--- config.mk ---
export PLATFORM = sky130hd
export DESIGN_NAME = armleocpu_ptw
export DESIGN_NICKNAME = d
export VERILOG_FILES = /design/src/rtl/armleocpu_ptw.sv
export SDC_FILE = /design/constraint.sdc
export NUM_CORES = 1
export LEC_CHECK = 0
export CORE_AREA = 2 2 112 114
export DETAILED_ROUTE_END_ITERATION = 12
export DIE_AREA = 0 0 114 116
export GPL_TIMING_DRIVEN = 0
export PLACE_DENSITY_LB_ADDON = 0.3
export SKIP_LAST_GASP = 1
export SLEW_MARGIN = 20
export SYNTH_ARGS = -nofsm -noshare
export SYNTH_HDL_FRONTEND = slang
export SYNTH_SLANG_ARGS = --single-unit
--- constraint.sdc ---
create_clock -name clk -period 3.1 [get_ports clk]
set_input_delay 0.465 -clock clk [delete_from_list [all_inputs] [get_ports clk]]
set_output_delay 0.465 -clock clk [all_outputs]
set_load 0.05 [all_outputs]
--- src/rtl/armleocpu_ptw.sv ---
// Sv32 page table walker: resolves a 20-bit VPN into a 22-bit PPN plus access tag
// using up to two PTE reads over a single-outstanding memory port.
module armleocpu_ptw (
    input  logic        clk,
    input  logic        rst_n,
    input  logic        resolve_request,
    input  logic [19:0] virtual_address,
    input  logic [21:0] satp_ppn,
    output logic        resolve_done,
    output logic        resolve_pagefault,
    output logic        resolve_accessfault,
    output logic [21:0] resolve_physical_address,
    output logic [7:0]  resolve_accesstag,
    output logic        mem_read,
    output logic [33:0] mem_address,
    input  logic        mem_done,
    input  logic        mem_error,
    input  logic [31:0] mem_readdata
);

    typedef enum logic [1:0] {StIdle, StRead, StDone} state_e;

    state_e      state_q, state_d;
    logic        level_q, level_d;
    logic [19:0] vpn_q, vpn_d;
    logic [21:0] table_q, table_d;
    logic [21:0] phys_q, phys_d;
    logic [7:0]  tag_q, tag_d;
    logic        pf_q, pf_d;
    logic        af_q, af_d;

    logic [9:0]  vpn_level;
    logic        pte_valid, pte_r, pte_w, pte_x;
    logic        unused_rsw;

    assign pte_valid  = mem_readdata[0];
    assign pte_r      = mem_readdata[1];
    assign pte_w      = mem_readdata[2];
    assign pte_x      = mem_readdata[3];
    assign unused_rsw = ^mem_readdata[9:8];

    assign vpn_level = level_q ? vpn_q[19:10] : vpn_q[9:0];

    always_comb begin
        state_d = state_q;
        level_d = level_q;
        vpn_d   = vpn_q;
        table_d = table_q;
        phys_d  = phys_q;
        tag_d   = tag_q;
        pf_d    = pf_q;
        af_d    = af_q;
        unique case (state_q)
            StIdle: begin
                if (resolve_request) begin
                    vpn_d   = virtual_address;
                    table_d = satp_ppn;
                    level_d = 1'b1;
                    phys_d  = '0;
                    tag_d   = '0;
                    pf_d    = 1'b0;
                    af_d    = 1'b0;
                    state_d = StRead;
                end
            end
            StRead: begin
                if (mem_done) begin
                    state_d = StDone;
                    if (mem_error) begin
                        af_d = 1'b1;
                    end else if (!pte_valid || (!pte_r && pte_w)) begin
                        pf_d = 1'b1;
                    end else if (pte_r || pte_x) begin
                        if (level_q) begin
                            // Megapage PPN[0] must be zero; low PPN comes from the VA
                            if (mem_readdata[19:10] != 10'd0) begin
                                pf_d = 1'b1;
                            end else begin
                                phys_d = {mem_readdata[31:20], vpn_q[9:0]};
                                tag_d  = mem_readdata[7:0];
                            end
                        end else begin
                            phys_d = mem_readdata[31:10];
                            tag_d  = mem_readdata[7:0];
                        end
                    end else if (level_q) begin
                        table_d = mem_readdata[31:10];
                        level_d = 1'b0;
                        state_d = StRead;
                    end else begin
                        pf_d = 1'b1;
                    end
                end
            end
            StDone: begin
                state_d = StIdle;
            end
            default: begin
                state_d = StIdle;
            end
        endcase
    end

    always_ff @(posedge clk or negedge rst_n) begin
        if (!rst_n) begin
            state_q <= StIdle;
            level_q <= 1'b0;
            vpn_q   <= '0;
            table_q <= '0;
            phys_q  <= '0;
            tag_q   <= '0;
            pf_q    <= 1'b0;
            af_q    <= 1'b0;
        end else begin
            state_q <= state_d;
            level_q <= level_d;
            vpn_q   <= vpn_d;
            table_q <= table_d;
            phys_q  <= phys_d;
            tag_q   <= tag_d;
            pf_q    <= pf_d;
            af_q    <= af_d;
        end
    end

    assign mem_read    = (state_q == StRead);
    assign mem_address = mem_read ? ({table_q, 12'h000} + {22'd0, vpn_level, 2'b00}) : 34'd0;

    assign resolve_done             = (state_q == StDone);
    assign resolve_pagefault        = pf_q;
    assign resolve_accessfault      = af_q;
    assign resolve_physical_address = phys_q;
    assign resolve_accesstag        = tag_q;

endmodule

; Word level (Yosys, flattened, before mapping)
; Cells that the tools add are included.
[op_classes]
n_reduce_logical = 15
add_sub_neg = 1
mux = 50
eq_ne = 14
[ops]
columns = cell, count
row1 = 22-bit two-way mux, 13
row2 = 22-bit one-hot mux with 2 select lines, 2
row3 = 8-bit two-way mux, 7
row4 = 34-bit by 12-bit adder with 34-bit output, 1
row5 = 34-bit two-way mux, 1
row6 = 7-bit AND reduction, 3
row7 = 8-bit one-hot mux with 2 select lines, 1
row8 = 1-bit two-way mux, 15
row9 = 2-bit two-way mux, 6
row10 = 10-bit two-way mux, 1
row11 = 10-bit nonzero test, 1
row12 = 2-bit by 1-bit != test with 1-bit output (second input constant), 4
row13 = 2-bit != test (second input constant), 4
row14 = 1-bit one-hot mux with 2 select lines, 3
row15 = 6-bit AND reduction, 1
row16 = 4-bit by 2-bit != test with 1-bit output (second input constant), 1
row17 = 4-bit by 3-bit != test with 1-bit output (second input constant), 1
row18 = 4-bit != test (second input constant), 1
row19 = 2-bit one-hot mux with 2 select lines, 1
row20 = 2-bit AND reduction, 2
row21 = 4-bit AND reduction, 1
row22 = 3-bit != test (second input constant), 1
row23 = 2-bit by 1-bit == test with 1-bit output (second input constant), 1
row24 = 2-bit == test (second input constant), 1
row25 = other kinds (5), 7
[totals]
in_bits = 79
regBits = 77
out_inout_bits = 68
elab_cells = 88

; Logic depth before layout (Yosys ltp)
; Gate-level depths: netlist of run 1.
[depth]
depth_word = 8
depth_mapped = 8
depth_no_buf = 5

; Worst setup path before layout of run 1
; No wires, ideal clock.
[synth_timing]
kind = register to output
startpoint = register state_q[1]
endpoint = output port mem_address[25]
stages_incl_launch_ff = 7
slack_ns = 0.612
arrival_time_ns = 2.023
required_time_ns = 2.635
path_buffers = 3
cell_sequence = dfrtp_1 nand2b_1 buf_2 inv_2 buf_2 clkbuf_1 and2_1
[synth_between]
elab_chain_len = 2
[synth_lines]
columns = element, line
row1 = start: declaration, 23  ; state_e state_q, state_d;
row2 = start signal: assignment, 106  ; state_q <= StIdle;
row3 = start signal: assignment, 115  ; state_q <= state_d;
row4 = 2-bit by 1-bit == test with 1-bit output, 126  ; assign mem_read = (state_q == StRead);
row5 = net mem_read, 14  ; output logic mem_read,
row6 = 34-bit two-way mux, 127  ; assign mem_address = mem_read ? ({table_q, 12'h000} + {22'd0, vpn_level, 2'b00}) : 34'd0;
row7 = end: declaration, 15  ; output logic [33:0] mem_address,
; The timed path passes the listed nets, and every way through them passes these cells.

; Worst setup path after layout of run 1
[layout_timing]
startpoint = register state_q[1]
endpoint = output port mem_address[14]
[layout_between]
elab_chain_len = 2
[layout_lines]
columns = element, line
row1 = 2-bit by 1-bit == test with 1-bit output, 126
row2 = 34-bit two-way mux, 127
; Every way passes these cells.

==> flow_summary.toml, run 1 <==
[placement]
place.detailed.instances = 635
gp_congestion = 0.824
io_buffers = 142
dp.final_hpwl_um = 8140

[power_and_ir_drop]
vdd.ir_drop.worst_uv = 531
cellPowerDensity_nw_per_um2 = 1110
power_leakage_nw = 3.07
report.power.total_w = 0.00663

[layout]
leading_cell_type_in_the_layout_fill_and_taps_excluded = "clkdlybuf4s50_1"
final_net_count = 578
drive_above_1_share_pct = 21.0
antenna_cells = 0
area_growth_pct = 48.7
instances_no_fill = 651
layout.cells.most_common_list = "clkdlybuf4s50_1 (108), dfrtp_1 (77), nand2_1 (42)"
final_util_pct = 50.3

[sta]
final_min_period_over_clock_period_pct = 95.9
totalNegativeSetupSlack_ps = 0
timing_worst_slew_pin_value_ps = 555
report.final.slew_viol_count = 0
slew_headroom_pct = 63.0
timing.fmax_mhz = 336
worst_clock_skew_ps = 6.99
rsz_0062_raised_after_global_routing = "yes"
final.min_clock_period_ps = 2970
final_hold_viol_count = 0
final-setup-viol-count = 0

[floorplan]
starting_density_of_the_core_pct = 33.8
die_height_um = 116
design.die.area_um2 = 13200
floorplan.die.width_um = 114
placement_rows = 40
top_level_ports = 147
core_um2 = 11900

[cts]
numClockSinks = 77
cts.root.buffer_cell = "clkbuf_16"
clock_insertion_delay_worst_skew_ps = 330
post_cts.repair.setup_buffers = 0
cts.path.max_buffers = 2
cts_max_level = 3
tritoncts = "yes"
clk_pin_slew_ps = 70
numCtsBuffers = 9

[flow_run]
maxCapViolCount = 0

[grt]
first_pass_grt_wire_length_um = 17500
globalRoute.totalOverflow = 0
grt_max_degree = 47
vias_in_the_first_global_route = 3277
number_of_antenna_violations_at_the_first_check_in_global_routing = 0
grt.total_usage_pct = 17.2

[synthesis]
asyncSetResetFlopFracSynth_pct = 100
synth-edff-count = 0
postSynth.topFlopCell = "dfrtp_1"
synthCells = 344
synth_seq_area_share_pct = 47.8
netlist-cell-type-count = 33
synthesized_flop_and_latch_total = 77
synthesis.area_per_instance_um2 = 11.7
netlist_area_um2 = 4030
total_of_warnings_raised_by_yosys = 0

[status]
run_status = "completed"

[route]
drt_drc_violations_left = 0
first_pass_iters = 4
detail_route.iter0.violations = 115
route.antenna.remaining_nets = 0
num_vias = 3027
avgViaCountPerCell = 4.65
finalWirelength_um = 11000
avgRoutedWirePerCell_um = 16.9

[hold_path]
worst_hold_class = "input pin to asynchronous set/reset pin"

[critical_path]
critPathLaunchType = "flop"
worstPathArrival_ps = 2510
critPathCaptureType = "primary output"
path_max_fanout = 10
worst_ep_required_time_ps = 2630
timing.setup.critical_path_class = "flop to primary output"
rrSetupSlack_ps = 1210
## cell usage after synthesis, types with 2 or more instances
cell / count / area (µm²)
a21o_1: 13 / 97.6
a21oi_1: 3 / 15.0
and2_1: 34 / 213
buf_1: 2 / 7.51
buf_2: 8 / 40.0
buf_4: 2 / 15.0
buf_6: 5 / 56.3
clkbuf_1: 6 / 22.5
dfrtp_1: 77 / 1930
inv_1: 9 / 33.8
mux2_2: 23 / 259
mux2_4: 41 / 616
mux2i_1: 28 / 280
nand2_1: 42 / 158
nand2b_1: 2 / 12.5
nand3_1: 2 / 10.0
nor2_1: 24 / 90.1
nor2b_1: 3 / 18.8
nor4_2: 2 / 25.0
o2111ai_2: 2 / 30.0
o21ai_0: 4 / 20.0
## flip-flops by register name (all words and copies together), names as in the netlist
register,cells
resolve_physical_address,22
table_q,22
vpn_q,20
resolve_accesstag,8
state_q,2
level_q,1
resolve_accessfault,1
resolve_pagefault,1
## per-stage QoR
stage               hold slack [ps]  area (µm²)  setup slack [ps]
global route                   93.9        5990             -61.6
CTS                            78.6        5970             -9.23
finish                         66.1        5990               126
detailed placement              440        5660               124
global placement                482        5640             -1310
floorplan                       169        4030               612
## logic make-up after synthesis
logic type / share of synthesized area [%]
muxes: 28.7
buffers and inverters: 4.44
DFF: 47.8
AOI/OAI and AO/OA: 4.75
other: 0.0930
and+or+nand+nor: 14.3
## area by class of cell
type                       instances  area (µm²)
buffer                            23         144
clock inverter                     6        92.6
sequential                        77        1930
tap                              147         184
clock buffer                      10         239
multi-input combinational        235        1930
fill                            1110        5920
timing repair buffer             143        1440
inverter                          10        37.5
## layer usage
layer  track usage [%]  wire (µm)
met1              21.8       4860
met2              28.7       5220
met3              4.97        760
met4              5.28        162
met5                 0          0
## repair_timing
action / in CTS / in global routing
hold endpoints to repair: 0 / 0
resized for setup: 26 / 11
hold buffers: 0 / 0
setup endpoints to repair: 33 / 23
## worst max-delay path, cell delays in order (launching register included)
cell and delay [ps]:
dfrtp_1 420, nand2b_1 150, buf_2 190, inv_2 80, buf_2 210, clkbuf_1 390, and2_1 180, dlygate4sd2_1 550
## power by group
group	switching, W	leakage [nW]	internal [W]
clock network	0.000446	0.156	0.000733
logic	0.00215	1.95	0.00159
registers	0.000262	0.962	0.00145
## final timing paths
kind / start / end / depth (start not counted)
setup / recovery: state_q[1]$_DFFE_PN0P_ / mem_address[14] / 7
hold / removal: rst_n / vpn_q[8]$_DFFE_PN0P_ / 1
setup reg to reg: state_q[0]$_DFFE_PN0P_ / table_q[11]$_DFFE_PN0P_ / 7
hold reg to reg: resolve_accessfault$_DFFE_PN0P_ / resolve_accessfault$_DFFE_PN0P_ / 2
max in group asynchronous: rst_n / table_q[14]$_DFFE_PN0P_ / 2
min in group clk: resolve_accessfault$_DFFE_PN0P_ / resolve_accessfault$_DFFE_PN0P_ / 2
(Power assumes the default switching activity.)
==> run 2, diff against run 1 <==
--- a/config.mk
+++ b/config.mk
@@ -10,6 +10,7 @@
 export DIE_AREA = 0 0 114 116
 export GPL_TIMING_DRIVEN = 0
 export PLACE_DENSITY_LB_ADDON = 0.3
+export REMOVE_ABC_BUFFERS = 1
 export SKIP_LAST_GASP = 1
 export SLEW_MARGIN = 20
 export SYNTH_ARGS = -nofsm -noshare
==> flow_summary.toml, run 2 (synthesis gave the netlist of run 1 again) <==
[floorplan]
core_um2 = 11900
top_level_ports = 147
placement_rows = 40
design.die.area_um2 = 13200
starting_density_of_the_core_pct = 33.8
floorplan.die.width_um = 114
die_height_um = 116

[placement]
dpl-instance-area_um2 = 5650
io_buffers = 142
gp_congestion = 0.745
place.detailed.instances = 616
dp.final_hpwl_um = 7200

[layout]
instances_no_fill = 632
area_growth_pct = 49.1
antenna_cells = 0
finish.instance_area_um2 = 6010
leading_cell_type_in_the_layout_fill_and_taps_excluded = "clkdlybuf4s50_1"
final_net_count = 559
final_util_pct = 50.4
drive_above_1_share_pct = 19.4
layout.cells.most_common_list = "clkdlybuf4s50_1 (138), dfrtp_1 (76), nand2_1 (42)"

[critical_path]
path_max_fanout = 57
critPathCaptureType = "primary output"
worstPathArrival_ps = 2360
worst_ep_required_time_ps = 2630
critical_path.reg2reg.startpoint = "state_q[1]$_DFFE_PN0P_"
worst-r2r-cell-count = 7
timing.setup.critical_path_class = "flop to primary output"
critPathLaunchType = "flop"
rrSetupSlack_ps = 520
regToRegEndpoint = "resolve_physical_address[10]$_DFFE_PN0P_"
worst_setup_path_startpoint = "state_q[1]$_DFFE_PN0P_"

[cts]
tritoncts = "yes"
clk_pin_slew_ps = 60
cts.path.max_buffers = 2
post_cts_resize_count = 8
cts_max_level = 3
ctsHoldBuffers = 0
cts.root.buffer_cell = "clkbuf_16"
numCtsBuffers = 9
numClockSinks = 77
clock_insertion_delay_worst_skew_ps = 320
post_cts.repair.setup_buffers = 0

[sta]
timing_worst_slew_pin_value_ps = 747
final_hold_viol_count = 0
whs_ps = 90.9
slew_headroom_pct = 50.2
timing.fmax_mhz = 354
final.min_clock_period_ps = 2820
report.final.slew_viol_count = 0
final_min_period_over_clock_period_pct = 91.0
rsz_0062_raised_after_global_routing = "no"
worst_clock_skew_ps = 3.24
final-setup-viol-count = 0

[route]
detail_route.iter0.violations = 128
avgViaCountPerCell = 4.72
route.antenna.remaining_nets = 0
finalWirelength_um = 10100
first_pass_iters = 4
drt_drc_violations_left = 0
num_vias = 2982
avgRoutedWirePerCell_um = 15.9

[grt]
vias_in_the_first_global_route = 3194
grt_max_degree = 58
number_of_antenna_violations_at_the_first_check_in_global_routing = 0
globalRoute.totalOverflow = 0
grt.total_usage_pct = 15.7
first_pass_grt_wire_length_um = 16200

[hold_path]
worst_hold_class = "input pin to asynchronous set/reset pin"

[power_and_ir_drop]
report.power.total_w = 0.00676
vdd.ir_drop.worst_uv = 454
power_leakage_nw = 2.82
cellPowerDensity_nw_per_um2 = 1120

[status]
run_status = "completed"

[flow_run]
maxCapViolCount = 0
-- run 2: cell types whose count changed in the layout (fill, tap and decap cells not counted), moves of 4 or more --
| cell | delta |
|---|---|
| dlymetal6s2s_1 | -9 |
| buf_6 | -5 |
| buf_2 | -10 |
| dlygate4sd2_1 | -19 |
| clkdlybuf4s50_1 | +30 |
| clkbuf_1 | -4 |
-- run 2: worst max-delay path by stage --
stage	end	slack [ps]	cells after the start
2_1_floorplan	resolve_physical_address[0]$_DFFE_PN0P_	-770	5
3_3_place_gp	resolve_physical_address[11]$_DFFE_PN0P_	-2450	5
3_5_place_dp	resolve_physical_address[10]$_DFFE_PN0P_	-230	7
4_1_cts	mem_address[17]	230	4
5_1_grt	mem_address[33]	160	4
6_report	mem_address[16]	280	4
-- run 2: routing by layer --
| layer | share of wire [%] | global-route usage, % |
|---|---|---|
| met5 | 0 | 0 |
| met1 | 44 | 19.1 |
| met4 | 1.3 | 6.02 |
| met2 | 50 | 27.5 |
| met3 | 5.2 | 3.29 |
-- run 2: area by class of cell --
| class | count | area, µm² |
|---|---|---|
| Fill cell | 1101 | 5900 |
| Multi-Input combinational cell | 235 | 1970 |
| Sequential cell | 77 | 1930 |
| Timing Repair Buffer | 147 | 1540 |
| Clock buffer | 12 | 246 |
| Tap cell | 147 | 184 |
| Clock inverter | 4 | 95.1 |
| Inverter | 10 | 50.0 |
-- run 2: through the flow --
step / TNS [ps] / setup slack (ps)
after floorplan: -22450 / -775
after global placement: -237060 / -2450
after detailed placement: -4800 / -231
after CTS: 0 / 234
after global routing: 0 / 159
final: 0 / 278
-- run 2: worst max-delay path, cell delays in order (launching register included) --
cell and delay [ps]:
dfrtp_1 450, nand2b_4 330, inv_12 270, and2_1 160, clkdlybuf4s50_1 800
-- run 2: power by group --
part           leakage [nW]  internal [W]  switching (W)  total [W]
Combinational          1.70       0.00170        0.00207    0.00377
Sequential            0.961       0.00145       0.000333    0.00179
Clock                 0.167      0.000808       0.000396    0.00120
Total                  2.82       0.00396        0.00280    0.00676
==> run 3, diff against run 2 <==
--- a/config.mk
+++ b/config.mk
@@ -5,6 +5,7 @@
 export SDC_FILE = /design/constraint.sdc
 export NUM_CORES = 1
 export LEC_CHECK = 0
+export ABC_AREA = 0
 export CORE_AREA = 2 2 112 114
 export DETAILED_ROUTE_END_ITERATION = 12
 export DIE_AREA = 0 0 114 116
==> results of run 3 <==
The final DEF is identical to that of run 2; final timing and power are the same.
